===== src/rtl/barrel_rotator.sv =====
// Registered left barrel rotator: log2(DATA_WIDTH) combinational mux stages
// followed by a single output register. Amounts wrap modulo DATA_WIDTH.
module barrel_rotator #(
  parameter int DATA_WIDTH = 32
) (
  input  logic                  clk,
  input  logic                  reset,
  input  logic [DATA_WIDTH-1:0] data_in,
  input  logic [((($clog2(DATA_WIDTH) > 0) ? $clog2(DATA_WIDTH) : 1))-1:0] shift_amount,
  output logic [DATA_WIDTH-1:0] data_out
);

  localparam int SA_WIDTH = ($clog2(DATA_WIDTH) > 0) ? $clog2(DATA_WIDTH) : 1;

  // Fixed left rotate by a constant distance r (0 <= r < DATA_WIDTH).
  function automatic logic [DATA_WIDTH-1:0] rotl_const(
    input logic [DATA_WIDTH-1:0] x,
    input int                    r
  );
    logic [DATA_WIDTH-1:0] y;
    y = '0;
    for (int i = 0; i < DATA_WIDTH; i++) begin
      y[(i + r) % DATA_WIDTH] = x[i];
    end
    return y;
  endfunction

  logic [DATA_WIDTH-1:0] stage [0:SA_WIDTH];

  assign stage[0] = data_in;

  // Each stage rotates by 2^s reduced mod DATA_WIDTH. Rotations compose
  // additively mod DATA_WIDTH, so the chain yields a true modulo rotate even
  // for non-power-of-2 widths, with no divider in the path.
  for (genvar s = 0; s < SA_WIDTH; s++) begin : g_stage
    localparam int STEP = (1 << s) % DATA_WIDTH;
    assign stage[s+1] = shift_amount[s] ? rotl_const(stage[s], STEP) : stage[s];
  end

  // NOTE: sequential state uses non-blocking assignment so every flop samples
  // pre-edge values regardless of process ordering.
  always_ff @(posedge clk or posedge reset) begin
    if (reset) begin
      data_out <= '0;
    end else begin
      data_out <= stage[SA_WIDTH];
    end
  end

endmodule


===== config.mk =====
export PLATFORM = sky130hd
export DESIGN_NAME = barrel_rotator
export DESIGN_NICKNAME = d
export VERILOG_FILES = /design/src/rtl/barrel_rotator.sv
export SDC_FILE = /design/constraint.sdc
export NUM_CORES = 1
export LEC_CHECK = 0
export CAP_MARGIN = 20
export CORE_MARGIN = 3
export CORE_UTILIZATION = 44
export DETAILED_ROUTE_END_ITERATION = 12
export DONT_BUFFER_PORTS = 1
export HOLD_SLACK_MARGIN = 0.02
export SYNTH_ARGS = -nofsm -noshare
export SYNTH_HDL_FRONTEND = slang
export SYNTH_SLANG_ARGS = --single-unit

===== constraint.sdc =====
create_clock -name clk -period 2 [get_ports clk]
set_clock_uncertainty 0.1 [all_clocks]
set_input_delay 0.6 -clock clk [delete_from_list [all_inputs] [get_ports clk]]
set_output_delay 0.6 -clock clk [all_outputs]
set_load 0.005 [all_outputs]

# ---- Word level (Yosys, flattened, before mapping)
# Index checks and enable logic that the tools add are counted.
dict set report classes {
  mux 5
}
# cell n
set op_table {}
lappend op_table {{$mux W32} 5}
dict set report word_totals {
  register_bits 32
  input_bits 39
  out_inout_bits 32
  wordCells 6
}

# ---- Longest topological paths before layout
dict set report logic_depth {
  ltp_word 5
  depth_mapped 6
  mapped_depth_nobuf 3
}

# ---- Worst setup path before layout
# OpenSTA, ideal clock, no wires.
dict set report synth_path {
  path_type {input to register}
  startpoint {input port shift_amount[1] (netlist bit)}
  endpoint {register data_out[12]}
  setup_ns 0.125
  arrival_ns 2.172
  t_required_ns 1.775
  path_slack_ns -0.396
  cell_stages 5
  path_buffers 2
  path_cell_list {buf_6 -> buf_6 -> mux4_2 -> mux4_1 -> mux2_2}
}
# item line_no
set synth_lines {}
lappend synth_lines {{from (decl)} 9} ;# input logic [((($clog2(DATA_WIDTH) > 0) ? $clog2(DATA_WIDTH) : 1))-1:0] shift_amount,
lappend synth_lines {{to (signal assigned)} 46} ;# data_out <= stage[SA_WIDTH];
lappend synth_lines {{to (decl)} 10} ;# output logic [DATA_WIDTH-1:0] data_out

==> impl_metrics.yaml <==
clock_tree:
  cts_setup_buffers: 0
  cts.sinks: 32
  clock_path_buffers: 2
  cts_tree: "done"
  clockRootBuffer: "clkbuf_8"
  cts-buffers-inserted: 5
  cts_resized: 0
  htreeDepth: 2
  hold_buffers: 0
  clk_pin_slew_ps: 60
grt:
  overflow: 0
  grt_max_degree: 33
  grt_usage_pct: 18.7
  antenna_found_initial: 0
  grt_first_pass_wirelength_um: 10100
  grt_pass1_vias: 1679
detailed_routing:
  wl_um: 6350
  num_vias: 1596
  drt_first_pass_iters: 4
  ant_nets: 0
  wl_per_cell_um: 29.8
  drc: 0
  drt_iter0_drc: 181
  viasPerCell: 7.49
place:
  place.port_buffers: 0
  dpl_cell_area_mm2: 0.00271
  dp_hpwl_um: 4990
  globalplace.congestion: 0.915
final_layout:
  finalInstanceArea_mm2: 0.00280
  drive_above_1_share_pct: 74.6
  fin_util_pct: 46.7
  antenna_cells: 0
  largest_register_ffs: 32
  final_common_cell: "mux4_2"
  area_delta_synth_final_pct: 1.59
  largestRegisters: "data_out: 32 flops"
  fin_nets: 176
  final_cell_mix: "64 x mux4_2, 32 x mux2_2, 32 x dfrtp_1"
  top_register: "data_out"
yosys:
  yosysTopAreaCell: "mux4_2"
  yosys-top-cells-area: "mux4_2 50%, dfrtp_1 29%, mux2_2 13%"
  ys_seq_elements: 32
  synth_area_mm2: 0.00275
  synthSimpleGateAreaFrac_pct: 0
  avgSynthCellArea_um2: 18.5
  synth_compound_area_share_pct: 0
  ys_warn_count: 0
  synth_xor_area_share_pct: 0
  synthMuxAreaShare_pct: 65.8
  synth_cell_types: 10
  synth_seq_area_share_pct: 29.1
  synth_top_family_by_area: "multiplexers"
  netlist_instances: 149
  syn_nets: 188
  synthAdderAreaFrac_pct: 0
  synth_top_area_share_pct: 49.9
run_status:
  status: "finished, final reports clean"
timing:
  drv_slew: 0
  slew_headroom_pct: 74.3
  setup_viol: 0
  tightest_slew_ps: 385
  rsz0062_at_grt: "false"
  clock.fmax_mhz: 520
  hold_violations: 0
  timing.final.crit_period_ps: 1920
  fin_crit_sh_pct: 96.1
worst_setup_path:
  start_kind: "primary input"
  cp_slowest_cell: "mux4_2"
  endpoint_kind: "flip-flop"
  critPathRequiredTime_ps: 2070
  cp-startpoint: "shift_amount[1]"
  path_depth: 3
  path_class: "in -> reg"
  path_cells: "mux4_2 > mux4_2 > mux2_2"
  cpPeakStageDelay_ps: 550
  cp_data_arrival_time_ps: 1990
  path_delay_family: "multiplexers"
  cp_max_fo: 32
  cp_num_buf_inv: 0
  cp_common_cell: "mux4_2"
  cp-endpoint: "data_out[11]"
worst_hold_path:
  hold_class: "in -> async"
power:
  vdd_drop_max_mv: 0.437
  power_density_mw_per_mm2: 668
  leakage_nw: 0.962
floorplan:
  io_pins: 71
  start_util_pct: 46.0
  die_w_um: 85.1
  chipHeight_um: 85.1
  fp-row-count: 28
  core_mm2: 0.00599
  die_area_mm2: 0.00724
run:
  drv_cap: 0
==> metrics by stage <==
step | setup TNS (ps) | total power, W | setup WS (ps) | cells | hold slack, ps
finish | 0 | 0.00187 | 77.5 | 213 | 182
global route | 0 | 0.00197 | 81.2 | 213 | 219
CTS | 0 | 0.00189 | 88.2 | 213 | 190
detailed placement | -5530 | 0.00139 | -204 | 205 | 496
global placement | -5370 | 0.00138 | -190 | 205 | 479
floorplan | -10040 | 0.00134 | -316 | 149 | 616
==> cell families after synthesis <==
logic type | count (synthesis)
DFF | 32
buffers and inverters | 21
muxes | 96
==> how the worst min path moves through the flow <==
stage                              end  slack [ps]  cells after the start
after CTS                  data_out[5]         190                      2
after floorplan            data_out[0]         620                      1
after global routing      data_out[13]         220                      2
after detailed placement   data_out[5]         500                      2
after global placement     data_out[5]         480                      2
final                     data_out[25]         180                      2
==> routing by layer <==
metal,vias to the layer above,global-route usage (%),routed length [um]
li1,627,-,-
met1,839,25.7,2500
met2,117,27.6,2910
met3,13,6.80,767
met4,0,6.33,163
met5,-,0,0
==> power breakdown <==
part / internal (W) / switching [W] / total (W)
registers: 0.000763 / 0.0000600 / 0.000823
logic: 0.000351 / 0.000202 / 0.000553
clock network: 0.000280 / 0.000212 / 0.000492
total: 0.00139 / 0.000474 / 0.00187
==> synth_stat cells, drive strengths merged <==
cell / count
clkbuf: 6
buf: 14
inv: 1
mux4: 64
mux2: 32
dfrtp: 32
==> area by class of cell <==
class                      instances  area [um2]
inverter                           1        3.75
clock buffer                       8        90.1
tap                               75        93.8
multi-input combinational         96        1800
fill                             489        3190
sequential                        32         801
timing repair buffer               1        7.51
Power figures use the tool's default switching activity.
